$ cat src/rtl/escalonador_somador_if.sv
// rtl/escalonador_somador_if.sv - request and result bus of the shared adder scheduler
// slave is the scheduler side, master is the requesters/consumer side.
interface escalonador_somador_if #(
  parameter int LARGURA_CONT = 16
);
  logic                    valido_0;
  logic                    pronto_0;
  logic [7:0]              a_0;
  logic [3:0]              b_0;
  logic [1:0]              codigo_0;
  logic                    valido_1;
  logic                    pronto_1;
  logic [7:0]              a_1;
  logic [3:0]              b_1;
  logic [1:0]              codigo_1;
  logic                    saida_valida;
  logic                    saida_pronta;
  logic [7:0]              saida;
  logic                    saida_id;
  logic                    saida_overflow;
  logic [LARGURA_CONT-1:0] contador_ops;

  modport slave (
    input  valido_0, a_0, b_0, codigo_0,
    input  valido_1, a_1, b_1, codigo_1,
    input  saida_pronta,
    output pronto_0, pronto_1,
    output saida_valida, saida, saida_id, saida_overflow, contador_ops
  );

  modport master (
    output valido_0, a_0, b_0, codigo_0,
    output valido_1, a_1, b_1, codigo_1,
    output saida_pronta,
    input  pronto_0, pronto_1,
    input  saida_valida, saida, saida_id, saida_overflow, contador_ops
  );
endinterface

$ cat src/rtl/escalonador_somador.sv
// rtl/escalonador_somador.sv - round-robin scheduler sharing one registered mixed-sign adder
// Two valid/ready requesters, one single-entry result register with valid/ready.
module escalonador_somador #(
  parameter bit PRIORIDADE_INICIAL = 1'b0,
  parameter int LARGURA_CONT       = 16
) (
  input logic                  clk,
  input logic                  rst,
  escalonador_somador_if.slave bus
);

  logic                    saida_valida_q, saida_valida_d;
  logic [7:0]              saida_q, saida_d;
  logic                    saida_id_q, saida_id_d;
  logic                    saida_overflow_q, saida_overflow_d;
  logic                    ultimo_q, ultimo_d;
  logic [LARGURA_CONT-1:0] contador_q, contador_d;

  logic       livre;
  logic       conc_0, conc_1, transf;
  logic [7:0] a_sel;
  logic [3:0] b_sel;
  logic [1:0] cod_sel;
  logic [8:0] soma_s, soma_u;
  logic       ovf_s;
  logic [7:0] res;
  logic       ovf;

  always_comb livre = !saida_valida_q || bus.saida_pronta;

  // On conflict, serve whoever was not served last.
  always_comb begin
    conc_0 = 1'b0;
    conc_1 = 1'b0;
    if (!rst && livre) begin
      if (bus.valido_0 && bus.valido_1) begin
        conc_0 = ultimo_q;
        conc_1 = !ultimo_q;
      end else begin
        conc_0 = bus.valido_0;
        conc_1 = bus.valido_1;
      end
    end
  end

  assign bus.pronto_0 = conc_0;
  assign bus.pronto_1 = conc_1;

  always_comb transf = conc_0 || conc_1;

  always_comb begin
    a_sel   = bus.a_0;
    b_sel   = bus.b_0;
    cod_sel = bus.codigo_0;
    if (conc_1) begin
      a_sel   = bus.a_1;
      b_sel   = bus.b_1;
      cod_sel = bus.codigo_1;
    end
  end

  // 9-bit sums are exact; signed overflow shows up as bit 8 differing from bit 7.
  always_comb begin
    soma_s = {a_sel[7], a_sel} + {{5{b_sel[3]}}, b_sel};
    soma_u = {1'b0, a_sel} + {5'b00000, b_sel};
    ovf_s  = soma_s[8] ^ soma_s[7];
    res    = soma_s[7:0];
    ovf    = ovf_s;
    case (cod_sel)
      2'b00: begin
        res = soma_s[7:0];
        ovf = ovf_s;
      end
      2'b01: begin
        res = soma_u[7:0];
        ovf = soma_u[8];
      end
      2'b10: begin
        res = ovf_s ? (soma_s[8] ? 8'h80 : 8'h7F) : soma_s[7:0];
        ovf = ovf_s;
      end
      default: begin
        res = soma_u[8] ? 8'hFF : soma_u[7:0];
        ovf = soma_u[8];
      end
    endcase
  end

  always_comb begin
    saida_valida_d   = saida_valida_q;
    saida_d          = saida_q;
    saida_id_d       = saida_id_q;
    saida_overflow_d = saida_overflow_q;
    ultimo_d         = ultimo_q;
    contador_d       = contador_q;
    if (transf) begin
      saida_valida_d   = 1'b1;
      saida_d          = res;
      saida_id_d       = conc_1;
      saida_overflow_d = ovf;
      ultimo_d         = conc_1;
      contador_d       = contador_q + {{(LARGURA_CONT-1){1'b0}}, 1'b1};
    end else if (bus.saida_pronta) begin
      saida_valida_d = 1'b0;
    end
  end

  always_ff @(posedge clk) begin
    if (rst) begin
      saida_valida_q   <= 1'b0;
      saida_q          <= 8'h00;
      saida_id_q       <= 1'b0;
      saida_overflow_q <= 1'b0;
      ultimo_q         <= ~PRIORIDADE_INICIAL;
      contador_q       <= '0;
    end else begin
      saida_valida_q   <= saida_valida_d;
      saida_q          <= saida_d;
      saida_id_q       <= saida_id_d;
      saida_overflow_q <= saida_overflow_d;
      ultimo_q         <= ultimo_d;
      contador_q       <= contador_d;
    end
  end

  assign bus.saida_valida   = saida_valida_q;
  assign bus.saida          = saida_q;
  assign bus.saida_id       = saida_id_q;
  assign bus.saida_overflow = saida_overflow_q;
  assign bus.contador_ops   = contador_q;

endmodule

$ cat src/flat_wrapper.sv
// flat-port wrapper written by rule: the top's interface ports become plain ports
module escalonador_somador_flat 
#(
  parameter bit PRIORIDADE_INICIAL = 1'b0,
  parameter int LARGURA_CONT       = 16
)
  (clk, rst, bus_valido_0, bus_a_0, bus_b_0, bus_codigo_0, bus_valido_1, bus_a_1, bus_b_1, bus_codigo_1, bus_saida_pronta, bus_pronto_0, bus_pronto_1, bus_saida_valida, bus_saida, bus_saida_id, bus_saida_overflow, bus_contador_ops);
  escalonador_somador_if #(.LARGURA_CONT(LARGURA_CONT)) bus_i ();
  input logic clk;
  input logic rst;
  input wire logic [$bits(bus_i.valido_0)-1:0] bus_valido_0;
  input wire logic [$bits(bus_i.a_0)-1:0] bus_a_0;
  input wire logic [$bits(bus_i.b_0)-1:0] bus_b_0;
  input wire logic [$bits(bus_i.codigo_0)-1:0] bus_codigo_0;
  input wire logic [$bits(bus_i.valido_1)-1:0] bus_valido_1;
  input wire logic [$bits(bus_i.a_1)-1:0] bus_a_1;
  input wire logic [$bits(bus_i.b_1)-1:0] bus_b_1;
  input wire logic [$bits(bus_i.codigo_1)-1:0] bus_codigo_1;
  input wire logic [$bits(bus_i.saida_pronta)-1:0] bus_saida_pronta;
  output wire logic [$bits(bus_i.pronto_0)-1:0] bus_pronto_0;
  output wire logic [$bits(bus_i.pronto_1)-1:0] bus_pronto_1;
  output wire logic [$bits(bus_i.saida_valida)-1:0] bus_saida_valida;
  output wire logic [$bits(bus_i.saida)-1:0] bus_saida;
  output wire logic [$bits(bus_i.saida_id)-1:0] bus_saida_id;
  output wire logic [$bits(bus_i.saida_overflow)-1:0] bus_saida_overflow;
  output wire logic [$bits(bus_i.contador_ops)-1:0] bus_contador_ops;
  assign bus_i.valido_0 = bus_valido_0;
  assign bus_i.a_0 = bus_a_0;
  assign bus_i.b_0 = bus_b_0;
  assign bus_i.codigo_0 = bus_codigo_0;
  assign bus_i.valido_1 = bus_valido_1;
  assign bus_i.a_1 = bus_a_1;
  assign bus_i.b_1 = bus_b_1;
  assign bus_i.codigo_1 = bus_codigo_1;
  assign bus_i.saida_pronta = bus_saida_pronta;
  assign bus_pronto_0 = bus_i.pronto_0;
  assign bus_pronto_1 = bus_i.pronto_1;
  assign bus_saida_valida = bus_i.saida_valida;
  assign bus_saida = bus_i.saida;
  assign bus_saida_id = bus_i.saida_id;
  assign bus_saida_overflow = bus_i.saida_overflow;
  assign bus_contador_ops = bus_i.contador_ops;
  escalonador_somador #(.PRIORIDADE_INICIAL(PRIORIDADE_INICIAL), .LARGURA_CONT(LARGURA_CONT)) u_core (.clk(clk), .rst(rst), .bus(bus_i));
endmodule
$ cat config.mk
export PLATFORM = sky130hd
export DESIGN_NAME = escalonador_somador_flat
export DESIGN_NICKNAME = d
export VERILOG_FILES = /design/src/rtl/escalonador_somador_if.sv /design/src/rtl/escalonador_somador.sv /design/src/flat_wrapper.sv
export SDC_FILE = /design/constraint.sdc
export NUM_CORES = 1
export LEC_CHECK = 0
export BUFFER_PORTS_ARGS = -buffer_cell sky130_fd_sc_hd__clkbuf_2
export CAP_MARGIN = 5
export CORE_ASPECT_RATIO = 0.75
export CORE_UTILIZATION = 35
export DETAILED_ROUTE_END_ITERATION = 8
export SLEW_MARGIN = 10
export SYNTH_ARGS = -nofsm -noshare
export SYNTH_HDL_FRONTEND = slang
export SYNTH_SLANG_ARGS = --single-unit
$ cat constraint.sdc
create_clock -name clk -period 4.8 [get_ports clk]
set_input_delay 0.96 -clock clk [delete_from_list [all_inputs] [get_ports clk]]
set_output_delay 0.96 -clock clk [all_outputs]
set_load 0.02 [all_outputs]
# Word-level counts from Yosys, hierarchy flattened
# Index checks and enable logic that the tools add are counted.
# op_classes
reduce_logical	10
bitwise	1
n_eq_ne	2
order_cmp	0
muxes	14
add_sub_neg	3
n_mul	0
div	0
shifts	0
# op_table
operator	count
2-to-1 mux 8 bit	4
case mux 8 bit (3 select lines)	1
adder 8 x 4 -> 9 bit	2
adder 16 x 1 -> 16 bit (second input constant)	1
2-to-1 mux 1 bit	7
2-to-1 mux 4 bit	1
logical NOT 1 bit	3
equality test 2 x 1 -> 1 bit (second input constant)	1
equality test 2 bit (second input constant)	1
logical AND 1 bit	2
logical NOT 2 bit	1
logical OR 1 bit	2
2-to-1 mux 2 bit	1
nonzero test 2 bit	1
OR reduction 2 bit	1
XOR 1 bit	1
# totals
mem_bits_ro	0
mem_count	0
output_inout_bits	29
regBits	28
latchBits	0
mem_bits_rw	0
wordCells	36

# Logic depth before layout (Yosys ltp)
# Gate-level depths: netlist of run 1.
# depth
ltp_word	9
mapped_depth	15

# Worst setup path after synthesis of run 1
# No wires, ideal clock.
# synth_timing
path_type	input to register
from	input bus_saida_pronta
to	register u_core.saida_q[0], in the netlist u_core.bus.saida[0]
setup_slack_ns	0.342
stages	15
t_arrival_ns	4.399
n_path_buf	2
path_cell_list	and2b_2 -> nor3_4 -> buf_6 -> clkbuf_1 -> mux2_2 -> ha_1 -> inv_1 -> fa_1 -> nand2b_1 -> a211oi_1 -> o32ai_1 -> o311a_2 -> a21boi_2 -> a21oi_1 -> o221a_2
# synth_via
elab_chain_cells	8
# synth_lines
element	line_no	text
start, declared	flat_wrapper.sv:19	input wire logic [$bits(bus_i.saida_pronta)-1:0] bus_saida_pronta;
logical OR 1 bit (*)	escalonador_somador.sv:29	always_comb livre = !saida_valida_q || bus.saida_pronta;
logical AND 1 bit (*)	escalonador_somador.sv:35	if (!rst && livre) begin
2-to-1 mux 1 bit (*)	escalonador_somador.sv:35	
via bus_pronto_1	flat_wrapper.sv:21	output wire logic [$bits(bus_i.pronto_1)-1:0] bus_pronto_1;
2-to-1 mux 8 bit / 2-to-1 mux 4 bit (equally long branches)	escalonador_somador.sv:55	if (conc_1) begin
adder 8 x 4 -> 9 bit	escalonador_somador.sv:64	soma_s = {a_sel[7], a_sel} + {{5{b_sel[3]}}, b_sel};
2-to-1 mux 8 bit / XOR 1 bit (equally long branches)	escalonador_somador.sv:79, escalonador_somador.sv:66	
2-to-1 mux 8 bit	escalonador_somador.sv:79	res = ovf_s ? (soma_s[8] ? 8'h80 : 8'h7F) : soma_s[7:0];
case mux 8 bit (3 select lines)	escalonador_somador.sv:69	case (cod_sel)
end signal, assigned	escalonador_somador.sv:118	saida_q <= saida_d;
end, declared	escalonador_somador.sv:13	logic [7:0] saida_q, saida_d;
# Mark *: on every way through the listed nets, which the timed path passes. The rest lies on a longest branch.
# A chain may end at the register's enable or synchronous reset.

# Final worst setup path of run 1
# layout_timing
from	input bus_saida_pronta
to	register u_core.saida_q[0], in the netlist u_core.bus.saida[0]
# layout_via
elab_chain_cells	8
# layout_lines
element	line_no
logical OR 1 bit (*)	escalonador_somador.sv:29
logical AND 1 bit (*)	escalonador_somador.sv:35
2-to-1 mux 1 bit	escalonador_somador.sv:35
2-to-1 mux 8 bit / 2-to-1 mux 4 bit (equally long branches)	escalonador_somador.sv:55
adder 8 x 4 -> 9 bit	escalonador_somador.sv:64
2-to-1 mux 8 bit / XOR 1 bit (equally long branches)	escalonador_somador.sv:79, escalonador_somador.sv:66
2-to-1 mux 8 bit	escalonador_somador.sv:79
case mux 8 bit (3 select lines)	escalonador_somador.sv:69
# Every way passes the cells marked *; elsewhere a longest branch is shown, timed or not.

==> results of run 1 <==
registers in the layout, summed over array words and instances, names as in the netlist:
| name | flops |
|---|---|
| u_core.bus.saida_valida | 1 |
| u_core.ultimo_q | 1 |
| u_core.bus.saida_overflow | 1 |
| u_core.bus.saida | 8 |
| u_core.bus.contador_ops | 16 |
| u_core.bus.saida_id | 1 |
worst min-delay path, stage by stage, from the launching register on:
cell and delay (ps):
dfxtp_1 340, o21ai_0 70, a21oi_1 60
worst paths after layout:
path | from | endpoint | slack [ps] | depth (start not counted)
setup / recovery | bus_saida_pronta | u_core.bus.saida[0] | 660 | 15
hold / removal | u_core.bus.contador_ops[11] | u_core.bus.contador_ops[11] | 510 | 2
setup reg to reg | u_core.bus.saida_valida | u_core.bus.saida[0] | 1110 | 14
hold reg to reg | u_core.bus.contador_ops[11] | u_core.bus.contador_ops[11] | 510 | 2
layer usage:
| metal | up-vias | wire (um) | share of wire |
|---|---|---|---|
| met5 | - | 0 | 0 |
| met4 | 0 | 6 | 0.0012 |
| met3 | 2 | 363 | 0.070 |
| met2 | 67 | 2070 | 0.40 |
| met1 | 914 | 2770 | 0.53 |
| li1 | 1013 | - | - |
synthesized netlist by cell type, drive strengths merged, types with 3 or more instances:
master,instances
and3,4
o31ai,4
nand4,6
nor2,25
xor2,12
dfxtp,28
a21oi,15
mux2,11
inv,8
nor3,3
nand2,18
o221a,5
a31oi,3
a211o,3
a21o,4
mux2i,5
xnor2,13
and4,4
clkbuf,7
or3,3
nand3,10
ha,8
o21ai,10
logic make-up (layout without fill, tap and decap cells):
kind of cell	Yosys count	count (layout)	share of synthesized area
DFF	28	28	0.269
xor gates and xnor gates	25	25	0.105
adders and majority gates	9	9	0.0577
AOI/OAI and AO/OA	63	63	0.241
buffers and inverters	16	77	0.0330
and+or+nand+nor	84	84	0.207
muxes	16	16	0.0871
metrics by stage:
stage / util / area, um^2 / power, mW
after global placement: 0.448 / 2470 / 0.516
after global routing: 0.458 / 2530 / 0.700
after detailed placement: 0.448 / 2470 / 0.517
after CTS: 0.458 / 2530 / 0.664
after floorplan: - / 2080 / 0.445
final: 0.458 / 2530 / 0.661
power breakdown:
group / internal, mW / switching, mW / total, mW
Combinational: 0.103 / 0.150 / 0.253
Clock: 0.0735 / 0.0734 / 0.147
Sequential: 0.248 / 0.0127 / 0.261
Total: 0.425 / 0.236 / 0.661
layout make-up:
type | instances | area [um^2]
Sequential cell | 28 | 561
Multi-Input combinational cell | 197 | 1450
Clock buffer | 4 | 55.1
Inverter | 8 | 30.0
Fill cell | 585 | 3000
Tap cell | 75 | 93.8
Timing Repair Buffer | 65 | 335
==> flow_metrics.py, run 1 <==
metrics = {
    "timing": {
        "holdWs_ps": 507,
        "rsz0062_at_grt": "false",
        "setup_ws_ps": 664,
        "period_needed_ps": 4140,
        "max-slew-margin-rel": 0.528,
        "tns_ps": 0,
        "tightest_slew_ps": 689,
        "min_period_over_period": 0.862,
        "hold_viol_final": 0,
        "setup_violations": 0,
        "clock.fmax_ghz": 0.242,
        "final_max_slew_viol_count": 0,
        "skew_ps": 2.98,
    },
    "floorplan": {
        "start_util": 0.377,
        "die-height_um": 68.8,
        "ios": 62,
        "placement_rows": 23,
        "fp.dieW_um": 91.1,
        "core-area_mm2": 0.00553,
        "dieArea_mm2": 0.00627,
    },
    "status": {
        "status": "completed",
    },
    "setup_path": {
        "worstPathRequired_ps": 5030,
        "path_max_fanout": 17,
        "path_cells": "clkbuf_2 -> and2b_2 -> nor3_4 -> buf_4 -> mux2_2 -> ha_1 -> inv_1 -> fa_1 -> nand2b_1 -> a211oi_1 -> o32ai_1 -> o31ai_1 -> nand2_1 -> o31ai_4 -> o221a_2",
        "crit_family": "compound AO/OA/AOI/OAI gates",
        "startpoint_type": "primary input",
        "cp-end-kind": "flip-flop",
        "path_class": "in2reg",
        "worstPathArrival_ps": 4360,
        "crit_slowest_cell": "o31ai_1",
        "critPathMaxStageDelay_ps": 460,
        "path_buf_inv": 3,
    },
    "detailed_routing": {
        "drt-total-wl_um": 5220,
        "drc_errors": 0,
        "via_per_inst": 5.29,
        "dr.pass1.iters": 4,
        "drt_iter0_drc": 128,
        "via_count": 1996,
        "ant_nets": 0,
        "wl_per_cell_um": 13.8,
    },
    "synth": {
        "synth-edff-count": 0,
        "ys_async_sr_fraction": 0,
        "synth-seq-cells": 28,
        "syn_area_mm2": 0.00208,
        "ys.flop_type": "dfxtp_1",
        "avgSynthCellArea_um2": 8.64,
        "yosysSeqAreaShare": 0.269,
        "synthCells": 241,
        "yosys.area.top_type": "dfxtp_1",
        "syn-num-nets": 283,
        "synth_top_area_frac": 0.269,
        "yosysWarningCount": 0,
        "ys_types": 58,
        "synthTopCellsByArea": "dfxtp_1, xnor2_1, xor2_1",
    },
    "placed_design": {
        "gp_congestion": 0.865,
        "place_inst": 373,
        "pre_cts_ws_ps": 440,
        "portBuffers": 61,
        "hpwl_um": 4190,
    },
    "power": {
        "p_leak_nw": 1.09,
        "ir_drop_mv": 0.106,
        "p_per_area_mw_per_mm2": 261,
    },
    "clocking": {
        "clk_pin_slew_ps": 100,
        "postCtsHoldBufs": 0,
        "cts_setup_buffers": 0,
        "clockBufferDepth": 2,
        "h-tree-depth": 1,
        "cts_root_buf": "clkbuf_8",
        "cts-resized-gates": 0,
        "cts_tree": "built",
        "clkLatencyLatePin_ps": 270,
        "cts_buffers": 3,
        "clock-sinks": 28,
    },
    "worst_hold_path": {
        "hold_path.class": "reg2reg",
    },
    "global_route": {
        "antenna_found_initial": 0,
        "grt_pass1_vias": 1659,
        "grt_use_met3": 0.0417,
        "use_met2": 0.238,
        "globalRouteMet1Util": 0.251,
        "grt_pass1_wl_um": 8180,
        "grt_max_degree": 25,
        "track_usage": 0.166,
        "gr-total-overflow": 0,
        "gr-max-usage-layer": "met1",
    },
    "layout": {
        "fin_nets": 345,
        "final_cells": 377,
        "area_growth_pct": 21.4,
        "final_cell_mix": "clkbuf_2, dfxtp_1, nor2_1",
        "drive_above_1_share": 0.328,
        "diodes": 0,
        "final_common_cell": "clkbuf_2",
    },
    "run": {
        "maxCapViolCount": 0,
    },
}
No activity file was read; power rests on OpenSTA's default activity.
==> run 2, diff against run 1 <==
--- a/config.mk
+++ b/config.mk
@@ -8,8 +8,9 @@
 export BUFFER_PORTS_ARGS = -buffer_cell sky130_fd_sc_hd__clkbuf_2
 export CAP_MARGIN = 5
 export CORE_ASPECT_RATIO = 0.75
-export CORE_UTILIZATION = 35
+export CORE_UTILIZATION = 52
 export DETAILED_ROUTE_END_ITERATION = 8
+export PLACE_DENSITY = 0.8
 export SLEW_MARGIN = 10
 export SYNTH_ARGS = -nofsm -noshare
 export SYNTH_HDL_FRONTEND = slang
==> run 2 against run 1 <==
Register-to-register slack got worse by 80 ps. Sequential power barely moved. Largest cell class unchanged. Critical endpoint is now u_core.bus.saida[3]. Clock power barely moved. Critical path depth fell by 2.
==> flow_metrics.py, run 2 (synthesized netlist as in run 1, its figures left out) <==
metrics = {
    "detailed_routing": {
        "wl_per_cell_um": 14.3,
        "dr.pass1.iters": 4,
        "drc_errors": 0,
        "via_count": 2041,
        "ant_nets": 0,
        "via_per_inst": 5.77,
        "drt-total-wl_um": 5080,
        "drt_iter0_drc": 97,
    },
    "placed_design": {
        "place_area_mm2": 0.00244,
        "gp_congestion": 0.944,
        "hpwl_um": 3970,
        "portBuffers": 61,
    },
    "global_route": {
        "grt_pass1_wl_um": 8050,
        "grt_max_degree": 25,
        "grt_pass1_vias": 1733,
        "antenna_found_initial": 0,
        "gr-total-overflow": 0,
        "track_usage": 0.246,
    },
    "timing": {
        "holdWs_ps": 504,
        "max-slew-margin-rel": 0.491,
        "tightest_slew_ps": 756,
        "period_needed_ps": 4230,
        "min_period_over_period": 0.881,
        "skew_ps": 1.94,
        "tns_ps": 0,
        "setup_violations": 0,
        "hold_viol_final": 0,
        "rsz0062_at_grt": "false",
        "clock.fmax_ghz": 0.236,
        "final_max_slew_viol_count": 0,
    },
    "run": {
        "maxCapViolCount": 0,
    },
    "setup_path": {
        "worstPathArrival_ps": 4450,
        "startpoint_type": "primary input",
        "path_cells": "clkbuf_2 -> and2b_2 -> nor3_4 -> buf_4 -> mux2_4 -> ha_1 -> nor2_1 -> a211oi_1 -> o32ai_1 -> o31ai_1 -> nand2_1 -> o31ai_4 -> o221a_2",
        "crit_slowest_cell": "o31ai_1",
        "critPathMaxStageDelay_ps": 460,
        "cp-end-kind": "flip-flop",
        "path_class": "in2reg",
        "worstPathRequired_ps": 5020,
        "path_max_fanout": 10,
    },
    "power": {
        "p_int_mw": 0.425,
        "switchingPower_mw": 0.233,
        "seqPwrFrac": 0.395,
        "p_leak_nw": 1.09,
        "ir_drop_mv": 0.171,
        "comb_power_share": 0.385,
        "p_per_area_mw_per_mm2": 263,
        "p_clk_frac": 0.220,
        "netSwitchingFraction": 0.354,
    },
    "clocking": {
        "cts_tree": "built",
        "cts_setup_buffers": 0,
        "clock-sinks": 28,
        "cts_root_buf": "clkbuf_8",
        "cts_buffers": 3,
        "clk_pin_slew_ps": 90,
        "clkLatencyLatePin_ps": 270,
        "h-tree-depth": 1,
        "clockBufferDepth": 2,
        "cts-resized-gates": 0,
        "postCtsHoldBufs": 0,
    },
    "floorplan": {
        "placement_rows": 19,
        "start_util": 0.555,
        "core-area_mm2": 0.00376,
        "ios": 62,
        "fp.dieW_um": 75.1,
        "die-height_um": 56.8,
        "dieArea_mm2": 0.00427,
    },
    "worst_hold_path": {
        "hold_path.class": "reg2reg",
    },
    "layout": {
        "diodes": 0,
        "drive_above_1_share": 0.328,
        "finalInstanceArea_mm2": 0.00250,
        "final_common_cell": "clkbuf_2",
        "fin_nets": 345,
        "largest_reg_flops": 16,
        "final_cell_mix": "clkbuf_2, dfxtp_1, nor2_1",
        "area_growth_pct": 20.0,
    },
    "status": {
        "status": "completed",
    },
}
[run 2: cell counts in the layout (fill, tap and decap cells not counted)]
No cell type changed its count.
[run 2: stage by stage]
stage	setup slack (ps)	utilization	total power [mW]	std cells
after floorplan	342	-	0.445	241
after global routing	301	0.666	0.697	354
final	571	0.666	0.658	354
after CTS	625	0.666	0.655	354
after global placement	407	0.651	0.509	350
after detailed placement	360	0.651	0.513	350
[run 2: power by group through the flow]
stage	Clock, mW	Sequential, mW	Combinational (mW)
after global routing	0.159	0.261	0.276
after CTS	0.145	0.259	0.250
after floorplan	0	0.281	0.164
after global placement	0	0.265	0.244
after detailed placement	0	0.265	0.248
final	0.145	0.260	0.253
[run 2: worst max-delay path, delay by kind of cell]
kind | cells | cell delay (ps)
buf+inv | 2 | 350
simple gates | 4 | 980
fa+ha+maj | 1 | 370
mux | 1 | 380
compound gates | 5 | 1410
[run 2: layout make-up]
class / instances / area (um^2)
multi-input combinational: 197 / 1450
sequential: 28 / 561
timing repair buffer: 65 / 335
fill: 345 / 1260
inverter: 8 / 30.0
clock buffer: 4 / 55.1
tap: 52 / 65.1
[run 2: path summary, 6_finish.rpt]
path                                   start                         end  slack [ps]  cells past startpoint
hold / removal    u_core.bus.contador_ops[1]  u_core.bus.contador_ops[1]         500                      2
setup reg to reg     u_core.bus.saida_valida         u_core.bus.saida[3]        1030                     12
hold reg to reg   u_core.bus.contador_ops[1]  u_core.bus.contador_ops[1]         500                      2
setup / recovery            bus_saida_pronta         u_core.bus.saida[3]         570                     13
[run 2: metal layers]
metal  routed length (um)  vias up  part of all wire  global-route usage
met2                 2070       84              0.41               0.351
li1                     -     1009                 -                   -
met4                   42        0            0.0083              0.0377
met1                 2580      942              0.51               0.378
met3                  381        6             0.075              0.0539
met5                    0        -                 0                   0
